`src/rtl/bnn_pkg.sv`:
```
// Shared types for the BNN layer sequencer: core opcodes, sequencer states,
// the core's fixed normalise-to-activation latency, and a saturating increment.
package bnn_pkg;

    typedef enum logic [2:0] {
        OP_INI   = 3'd0,
        OP_ACC   = 3'd1,
        OP_POOL  = 3'd2,
        OP_NORM  = 3'd3,
        OP_NOP   = 3'd5,
        OP_NORM8 = 3'd7
    } bnn_op_e;

    typedef enum logic [2:0] {
        S_IDLE,
        S_INI,
        S_ACC,
        S_POOL,
        S_NORM,
        S_WAIT,
        S_OUT
    } bnn_state_e;

    localparam int unsigned WAIT_CYC = 3;

    function automatic logic [31:0] sat_inc(input logic [31:0] v, input logic en);
        return (en && (v != '1)) ? v + 32'd1 : v;
    endfunction

endpackage

```
`src/rtl/bnn_seq_cnt.sv`:
```
// Loadable down-counter with a zero flag; used for the acc, pool and output loops.
module bnn_seq_cnt
    import bnn_pkg::*;
#(
    parameter int W = 8
) (
    input  logic         clk,
    input  logic         rst,
    input  logic         load,
    input  logic [W-1:0] load_val,
    input  logic         dec,
    output logic         zero
);

    logic [W-1:0] cnt_q, cnt_d;

    always_comb begin
        cnt_d = cnt_q;
        if (load) begin
            cnt_d = load_val;
        end else if (dec && (cnt_q != '0)) begin
            cnt_d = cnt_q - W'(1);
        end
    end

    always_ff @(posedge clk) begin
        if (rst) begin
            cnt_q <= '0;
        end else begin
            cnt_q <= cnt_d;
        end
    end

    assign zero = (cnt_q == '0);

endmodule

```
`src/rtl/bnn_seq.sv`:
```
// BNN layer sequencer: drives INI/ACC/POOL/NORM commands into the core and
// captures one activation word per pooled output. Macro BNN_SEQ_PERF_EN adds perf counters.
module bnn_seq
    import bnn_pkg::*;
#(
    parameter int ADDR_W = 10,
    parameter int NACC_W = 6
) (
    input  logic              clk,
    input  logic              rst,
    input  logic              start,
    input  logic [NACC_W-1:0] cfg_nacc,
    input  logic [1:0]        cfg_npool,
    input  logic [7:0]        cfg_nout,
    input  logic [ADDR_W-1:0] cfg_pbase,
    input  logic [ADDR_W-1:0] cfg_naddr,
    input  logic              cfg_norm8,
    input  logic              in_valid,
    output logic              in_ready,
    input  logic [31:0]       in_data,
    output logic              cmd_valid,
    input  logic              cmd_ready,
    output logic [2:0]        cmd_op,
    output logic [ADDR_W-1:0] cmd_addr,
    output logic [31:0]       cmd_data,
    input  logic [31:0]       activ,
    output logic              out_valid,
    output logic [31:0]       out_data,
    output logic              busy,
    output logic              done
`ifdef BNN_SEQ_PERF_EN
    ,
    output logic [31:0]       perf_cyc,
    output logic [31:0]       perf_stall_in,
    output logic [31:0]       perf_stall_cmd
`endif
);

    bnn_state_e        state_q, state_d;
    logic [NACC_W-1:0] nacc_m1_q, nacc_m1_d;
    logic [1:0]        npool_q, npool_d;
    logic [7:0]        nout_m1_q, nout_m1_d;
    logic [ADDR_W-1:0] pbase_q, pbase_d, naddr_q, naddr_d, addr_q, addr_d;
    logic              norm8_q, norm8_d;
    logic [1:0]        wait_q, wait_d;
    logic [31:0]       out_data_q, out_data_d;
    logic              done_q, done_d;
    logic              launch;
    logic              acc_load, acc_dec, acc_zero;
    logic              pool_load, pool_dec, pool_zero;
    logic              out_load, out_dec, out_zero;
    logic [1:0]        pool_load_val;
    bnn_op_e           op_c;

    assign launch        = (state_q == S_IDLE) && start;
    assign pool_load_val = launch ? cfg_npool : npool_q;

    bnn_seq_cnt #(.W(NACC_W)) u_acc_cnt (
        .clk(clk), .rst(rst), .load(acc_load), .load_val(nacc_m1_q), .dec(acc_dec), .zero(acc_zero)
    );
    bnn_seq_cnt #(.W(2)) u_pool_cnt (
        .clk(clk), .rst(rst), .load(pool_load), .load_val(pool_load_val), .dec(pool_dec), .zero(pool_zero)
    );
    bnn_seq_cnt #(.W(8)) u_out_cnt (
        .clk(clk), .rst(rst), .load(out_load), .load_val(nout_m1_d), .dec(out_dec), .zero(out_zero)
    );

    always_comb begin
        state_d    = state_q;
        nacc_m1_d  = nacc_m1_q;
        npool_d    = npool_q;
        nout_m1_d  = nout_m1_q;
        pbase_d    = pbase_q;
        naddr_d    = naddr_q;
        norm8_d    = norm8_q;
        addr_d     = addr_q;
        wait_d     = wait_q;
        out_data_d = out_data_q;
        done_d     = 1'b0;
        acc_load   = 1'b0;
        acc_dec    = 1'b0;
        pool_load  = 1'b0;
        pool_dec   = 1'b0;
        out_load   = 1'b0;
        out_dec    = 1'b0;
        cmd_valid  = 1'b0;
        op_c       = OP_NOP;
        cmd_addr   = '0;
        cmd_data   = '0;
        in_ready   = 1'b0;
        out_valid  = 1'b0;
        unique case (state_q)
            S_IDLE: begin
                if (start) begin
                    nacc_m1_d = (cfg_nacc == '0) ? '0 : cfg_nacc - NACC_W'(1);
                    npool_d   = cfg_npool;
                    nout_m1_d = (cfg_nout == '0) ? '0 : cfg_nout - 8'd1;
                    pbase_d   = cfg_pbase;
                    naddr_d   = cfg_naddr;
                    norm8_d   = cfg_norm8;
                    pool_load = 1'b1;
                    out_load  = 1'b1;
                    state_d   = S_INI;
                end
            end
            S_INI: begin
                cmd_valid = 1'b1;
                op_c      = OP_INI;
                cmd_addr  = pbase_q;
                if (cmd_ready) begin
                    acc_load = 1'b1;
                    addr_d   = pbase_q;
                    state_d  = S_ACC;
                end
            end
            S_ACC: begin
                // Without input data the core still gets a NOP so the slot is not lost.
                cmd_valid = 1'b1;
                cmd_addr  = addr_q;
                cmd_data  = in_data;
                in_ready  = cmd_ready;
                op_c      = in_valid ? OP_ACC : OP_NOP;
                if (cmd_ready && in_valid) begin
                    addr_d  = addr_q + ADDR_W'(1);
                    acc_dec = 1'b1;
                    if (acc_zero) state_d = S_POOL;
                end
            end
            S_POOL: begin
                cmd_valid = 1'b1;
                op_c      = OP_POOL;
                if (cmd_ready) begin
                    if (pool_zero) begin
                        state_d = S_NORM;
                    end else begin
                        pool_dec = 1'b1;
                        state_d  = S_INI;
                    end
                end
            end
            S_NORM: begin
                cmd_valid = 1'b1;
                op_c      = norm8_q ? OP_NORM8 : OP_NORM;
                cmd_addr  = naddr_q;
                if (cmd_ready) begin
                    pool_load = 1'b1;
                    wait_d    = 2'(WAIT_CYC - 1);
                    state_d   = S_WAIT;
                end
            end
            S_WAIT: begin
                cmd_valid = 1'b1;
                if (wait_q == '0) begin
                    out_data_d = activ;
                    state_d    = S_OUT;
                end else begin
                    wait_d = wait_q - 2'd1;
                end
            end
            S_OUT: begin
                cmd_valid = 1'b1;
                out_valid = 1'b1;
                if (out_zero) begin
                    done_d  = 1'b1;
                    state_d = S_IDLE;
                end else begin
                    out_dec = 1'b1;
                    state_d = S_INI;
                end
            end
            default: state_d = S_IDLE;
        endcase
    end

    always_ff @(posedge clk) begin
        if (rst) begin
            state_q    <= S_IDLE;
            nacc_m1_q  <= '0;
            npool_q    <= '0;
            nout_m1_q  <= '0;
            pbase_q    <= '0;
            naddr_q    <= '0;
            norm8_q    <= 1'b0;
            addr_q     <= '0;
            wait_q     <= '0;
            out_data_q <= '0;
            done_q     <= 1'b0;
        end else begin
            state_q    <= state_d;
            nacc_m1_q  <= nacc_m1_d;
            npool_q    <= npool_d;
            nout_m1_q  <= nout_m1_d;
            pbase_q    <= pbase_d;
            naddr_q    <= naddr_d;
            norm8_q    <= norm8_d;
            addr_q     <= addr_d;
            wait_q     <= wait_d;
            out_data_q <= out_data_d;
            done_q     <= done_d;
        end
    end

    assign cmd_op   = op_c;
    assign out_data = out_data_q;
    assign done     = done_q;
    assign busy     = (state_q != S_IDLE);

`ifdef BNN_SEQ_PERF_EN
    logic [31:0] perf_cyc_q, perf_cyc_d, perf_sin_q, perf_sin_d, perf_scmd_q, perf_scmd_d;

    always_comb begin
        perf_cyc_d  = sat_inc(perf_cyc_q, busy);
        perf_sin_d  = sat_inc(perf_sin_q, (state_q == S_ACC) && !in_valid);
        perf_scmd_d = sat_inc(perf_scmd_q, cmd_valid && !cmd_ready);
        if (launch) begin
            perf_cyc_d  = '0;
            perf_sin_d  = '0;
            perf_scmd_d = '0;
        end
    end

    always_ff @(posedge clk) begin
        if (rst) begin
            perf_cyc_q  <= '0;
            perf_sin_q  <= '0;
            perf_scmd_q <= '0;
        end else begin
            perf_cyc_q  <= perf_cyc_d;
            perf_sin_q  <= perf_sin_d;
            perf_scmd_q <= perf_scmd_d;
        end
    end

    assign perf_cyc       = perf_cyc_q;
    assign perf_stall_in  = perf_sin_q;
    assign perf_stall_cmd = perf_scmd_q;
`endif

endmodule
```
`config.mk`:
```
export PLATFORM = sky130hd
export DESIGN_NAME = bnn_seq
export DESIGN_NICKNAME = d
export VERILOG_FILES = /design/src/rtl/bnn_pkg.sv /design/src/rtl/bnn_seq_cnt.sv /design/src/rtl/bnn_seq.sv
export SDC_FILE = /design/constraint.sdc
export NUM_CORES = 1
export LEC_CHECK = 0
export BUFFER_PORTS_ARGS = -buffer_cell sky130_fd_sc_hd__buf_2
export CAP_MARGIN = 20
export CORE_ASPECT_RATIO = 0.5
export CORE_UTILIZATION = 40
export DETAILED_ROUTE_END_ITERATION = 10
export MAX_ROUTING_LAYER = met4
export PLACE_DENSITY = 0.67
export SETUP_SLACK_MARGIN = 0.3
export SYNTH_ARGS = -nofsm -noshare
export SYNTH_HDL_FRONTEND = slang
export SYNTH_SLANG_ARGS = --single-unit
```
`constraint.sdc`:
```
create_clock -name clk -period 4.2 [get_ports clk]
set_input_delay 0.84 -clock clk [delete_from_list [all_inputs] [get_ports clk]]
set_output_delay 0.84 -clock clk [all_outputs]
set_load 0.05 [all_outputs]
```
==> parameters.txt <==
Parameter                              Value

Yosys
  Share of synthesized area occupied by flip-flops and latches ... 0.379
  Synth top area cells ... sky130_fd_sc_hd__dfxtp_1, sky130_fd_sc_hd__nand2_1, sky130_fd_sc_hd__a21oi_1, sky130_fd_sc_hd__and2_1, sky130_fd_sc_hd__ha_1
  Synthesized area per cell ... 7.58 um2
  Compound-cell area share of the yosys netlist ... 0.222
  Library cell occupying the most area in the post-synthesis netlist ... sky130_fd_sc_hd__dfxtp_1
  Main flop type after synthesis ... sky130_fd_sc_hd__dfxtp_1
  Netlist Area Pre-Place ... 4920 um2
  Warnings, synthesis ... 0
  Post-Syn Nets ... 766
  Post-synth top cells ... sky130_fd_sc_hd__nand2_1, sky130_fd_sc_hd__dfxtp_1, sky130_fd_sc_hd__a21oi_1, sky130_fd_sc_hd__and2_1, sky130_fd_sc_hd__clkbuf_1
  Area share of the leading cell type in the synthesized netlist ... 0.379
  Simple logic cell fraction of the synthesized area ... 0.290
  Synthesis-stage register bit count ... 93
  Multiplexer share of the synthesized area ... 0.00839
  Largest family of logic cells by synthesized area ... simple AND/OR/NAND/NOR gates
  Number of flops mapped to enable cells by yosys ... 0
  Most instantiated library cell after synthesis ... sky130_fd_sc_hd__nand2_1
  Adder-cell share of the synthesized area ... 0.0280
  Async set or reset register ratio after synthesis ... 0
  Unique masters post-synth ... 67
  Synthesized-area fraction occupied by xor and xnor cells ... 0.0160
  Gate Count Post-Synth ... 649

Setup path
  Category of cells accounting for the largest share of critical-path delay ... flip-flops
  Ordered list of cells on the worst path ... nor2b_1 -> a22oi_1 -> o21ai_0 -> buf_2
  Crit path buf inv count ... 1
  Critical path capture point type ... output pin
  Slowest-stage cell, CP ... sky130_fd_sc_hd__dfxtp_1
  CP max stage delay ... 0.81 ns
  Element type at the critical path start ... flop
  Register-to-register setup slack ... 1.68 ns
  Critical Setup Path Class ... reg2out
  Required @ worst endpoint ... 3.36 ns
  Data arrival time of the critical path ... 2.50 ns
  Maximum fanout along the worst path ... 23

Run
  Number of maximum-capacitance violations ... 0

Detailed routing
  Overall via count from detail_route ... 5093
  Routed WL ... 13700 um
  Routed wire per std cell ... 14.0 um
  Remaining antenna violation count after routing ... 0
  Iteration count of the initial detailed-routing pass ... 5
  Detailed router's first-iteration violation count ... 375
  Detail-routed via count per cell ... 5.21
  Number of remaining DRC errors ... 0

STA
  Max-slew headroom at the worst pin ... 0.389
  Final setup TNS ... 0 ns
  Number of hold violations in the final report ... 0
  Number of failing setup endpoints in the final timing report ... 0
  Worst clock skew on the final layout ... 0.00794 ns
  Fin worst setup slack ... 0.860 ns
  Setup repair after global routing missed its margin ... false
  Worst hold margin ... 0.452 ns
  Clock period minus worst slack ... 3.34 ns
  Maximum clock frequency ... 299 MHz
  Pins over their slew limit ... 0
  Portion of the clock cycle consumed by the worst path in the final layout ... 0.795
  Transition time at the pin with the least slew margin ... 0.915 ns

Placed design
  Instance area at placement ... 5950 um2
  Placed Instances ... 962
  Count of buffers from port buffering ... 187
  HPWL reported at the end of detailed placement ... 9770 um
  Post-placement worst setup slack ... 1.27 ns
  RD Place Congestion ... 0.855

Finish
  Final instance count without filler cells ... 978
  Filler instances ... 1165
  Nets ... 925
  Synthesis-to-finish area growth ... 28.0%
  Layout Utilization ... 0.528
  Sequential cell area ... 1860 um2
  Antenna Cells ... 0
  Multi-input gate area ... 2790 um2
  Fraction of layout instances using a drive strength above 1 ... 0.282
  Total non-filler cell area in the finished layout ... 6290 um2

Power
  Total power density per cell area ... 535 nW/um2
  Total power ... 3.37 mW
  Lkg Pwr ... 2.73 nW
  Worst ir drop on vdd ... 0.247 mV

Floorplan
  Initial Utilization ... 0.413
  Placeable core region ... 11900 um2
  Row cnt ... 28
  Vertical die dimension ... 80.4 um
  I/O pins ... 188
  Overall die area ... 12800 um2
  Die Span X ... 159 um

Global route
  Wire length of the first global-routing pass ... 21800 um
  Via count of the first global-routing pass ... 4512
  Grt ovf ... 0
  Number of antenna violations at the first check in global routing ... 0
  Total routing usage reported by global routing ... 0.216
  Maximum number of pins on one net before global-route repair ... 48

CTS
  Max Buffers Root-to-Sink ... 2
  Insertion delay to the later sink of the worst-skew pair ... 0.34 ns
  Number of sinks on the clock net ... 93
  CTS root buf ... sky130_fd_sc_hd__clkbuf_16
  Number of hold buffers added after cts ... 0
  Clock tree from TritonCTS ... yes
  Cts repair resizes ... 0
  Number of levels the H-tree was split into ... 3
  Count of buffers added by post-CTS timing repair for setup ... 0
  Clock-pin slew of the registers on the worst-case setup and hold paths ... 0.07 ns
  Clock buffers created by TritonCTS ... 9

Outcome
  Run status ... complete, no violations

Worst hold path
  Class of the most critical hold timing path ... reg2reg
==> cell type report <==
cell class | count | share of cell area
well taps | 165 | 0.0328
inverters | 22 | 0.0131
clock inverters | 6 | 0.0175
flip-flops and latches | 93 | 0.296
repair buffers | 196 | 0.159
multi-input cells | 486 | 0.443
clock buffers | 10 | 0.0380
==> power breakdown <==
group	total (mW)	switching (mW)	internal, mW	leakage (nW)
Sequential	1.12	0.124	1.00	0.756
Clock	0.937	0.341	0.597	0.165
Combinational	1.30	0.885	0.419	1.81
==> worst register-to-register path, cell delays in order (launching register included) <==
cell and delay, ns:
sky130_fd_sc_hd__dfxtp_1 0.92, sky130_fd_sc_hd__or4b_1 0.45, sky130_fd_sc_hd__buf_4 0.42, sky130_fd_sc_hd__a21oi_2 0.14
sky130_fd_sc_hd__a32o_1 0.26, sky130_fd_sc_hd__a31o_2 0.24
==> state kept, by name, indices dropped and copies added, names as in the netlist <==
register	count
out_data	32
u_out_cnt.cnt_q	8
done	1
naddr_q	10
u_acc_cnt.cnt_q	6
npool_q	2
nacc_m1_q	6
norm8_q	1
wait_q	2
u_pool_cnt.cnt_q	2
state_q	3
pbase_q	10
addr_q	10
==> path summary, 6_finish.rpt <==
kind | start | to | cells after the start
hold / removal | out_data[22] | out_data[22] | 2
hold reg to reg | out_data[22] | out_data[22] | 2
setup / recovery | state_q[1] | cmd_addr[6] | 4
setup reg to reg | state_q[2] | u_out_cnt.cnt_q[2] | 5
==> placed cells by master, fill, tap and decap left out, types with 4 or more instances in the layout <==
| cell | instances |
|---|---|
| sky130_fd_sc_hd__a21oi_1 | 75 |
| sky130_fd_sc_hd__a22oi_1 | 16 |
| sky130_fd_sc_hd__a311oi_1 | 6 |
| sky130_fd_sc_hd__a31oi_1 | 9 |
| sky130_fd_sc_hd__and2_0 | 4 |
| sky130_fd_sc_hd__and2_1 | 33 |
| sky130_fd_sc_hd__and3b_1 | 4 |
| sky130_fd_sc_hd__buf_2 | 187 |
| sky130_fd_sc_hd__buf_4 | 9 |
| sky130_fd_sc_hd__clkbuf_16 | 9 |
| sky130_fd_sc_hd__dfxtp_1 | 93 |
| sky130_fd_sc_hd__ha_1 | 11 |
| sky130_fd_sc_hd__inv_1 | 22 |
| sky130_fd_sc_hd__nand2_1 | 137 |
| sky130_fd_sc_hd__nand2b_1 | 7 |
| sky130_fd_sc_hd__nand3_1 | 8 |
| sky130_fd_sc_hd__nor2_1 | 27 |
| sky130_fd_sc_hd__nor2b_1 | 6 |
| sky130_fd_sc_hd__nor3_1 | 18 |
| sky130_fd_sc_hd__nor3b_1 | 6 |
| sky130_fd_sc_hd__nor4_1 | 4 |
| sky130_fd_sc_hd__o21ai_0 | 27 |
| sky130_fd_sc_hd__o31ai_1 | 4 |
| sky130_fd_sc_hd__or2_2 | 4 |
| sky130_fd_sc_hd__or3_1 | 4 |
| sky130_fd_sc_hd__or4_1 | 5 |
| sky130_fd_sc_hd__xor2_1 | 6 |
==> cells by family (layout without fill, tap and decap cells) <==
| logic type | after synthesis | after routing |
|---|---|---|
| compound gates | 175 | 175 |
| buf+inv | 70 | 234 |
| simple gates | 287 | 287 |
| fa+ha+maj | 11 | 11 |
| mux | 4 | 4 |
| xor+xnor | 9 | 9 |
| flops | 93 | 93 |
==> layer usage <==
layer  track usage  wire, um
met1         0.281      6380
met5             -         0
met4        0.0573       147
met3        0.0408       698
met2         0.346      6460
Power figures use the tool's default switching activity.
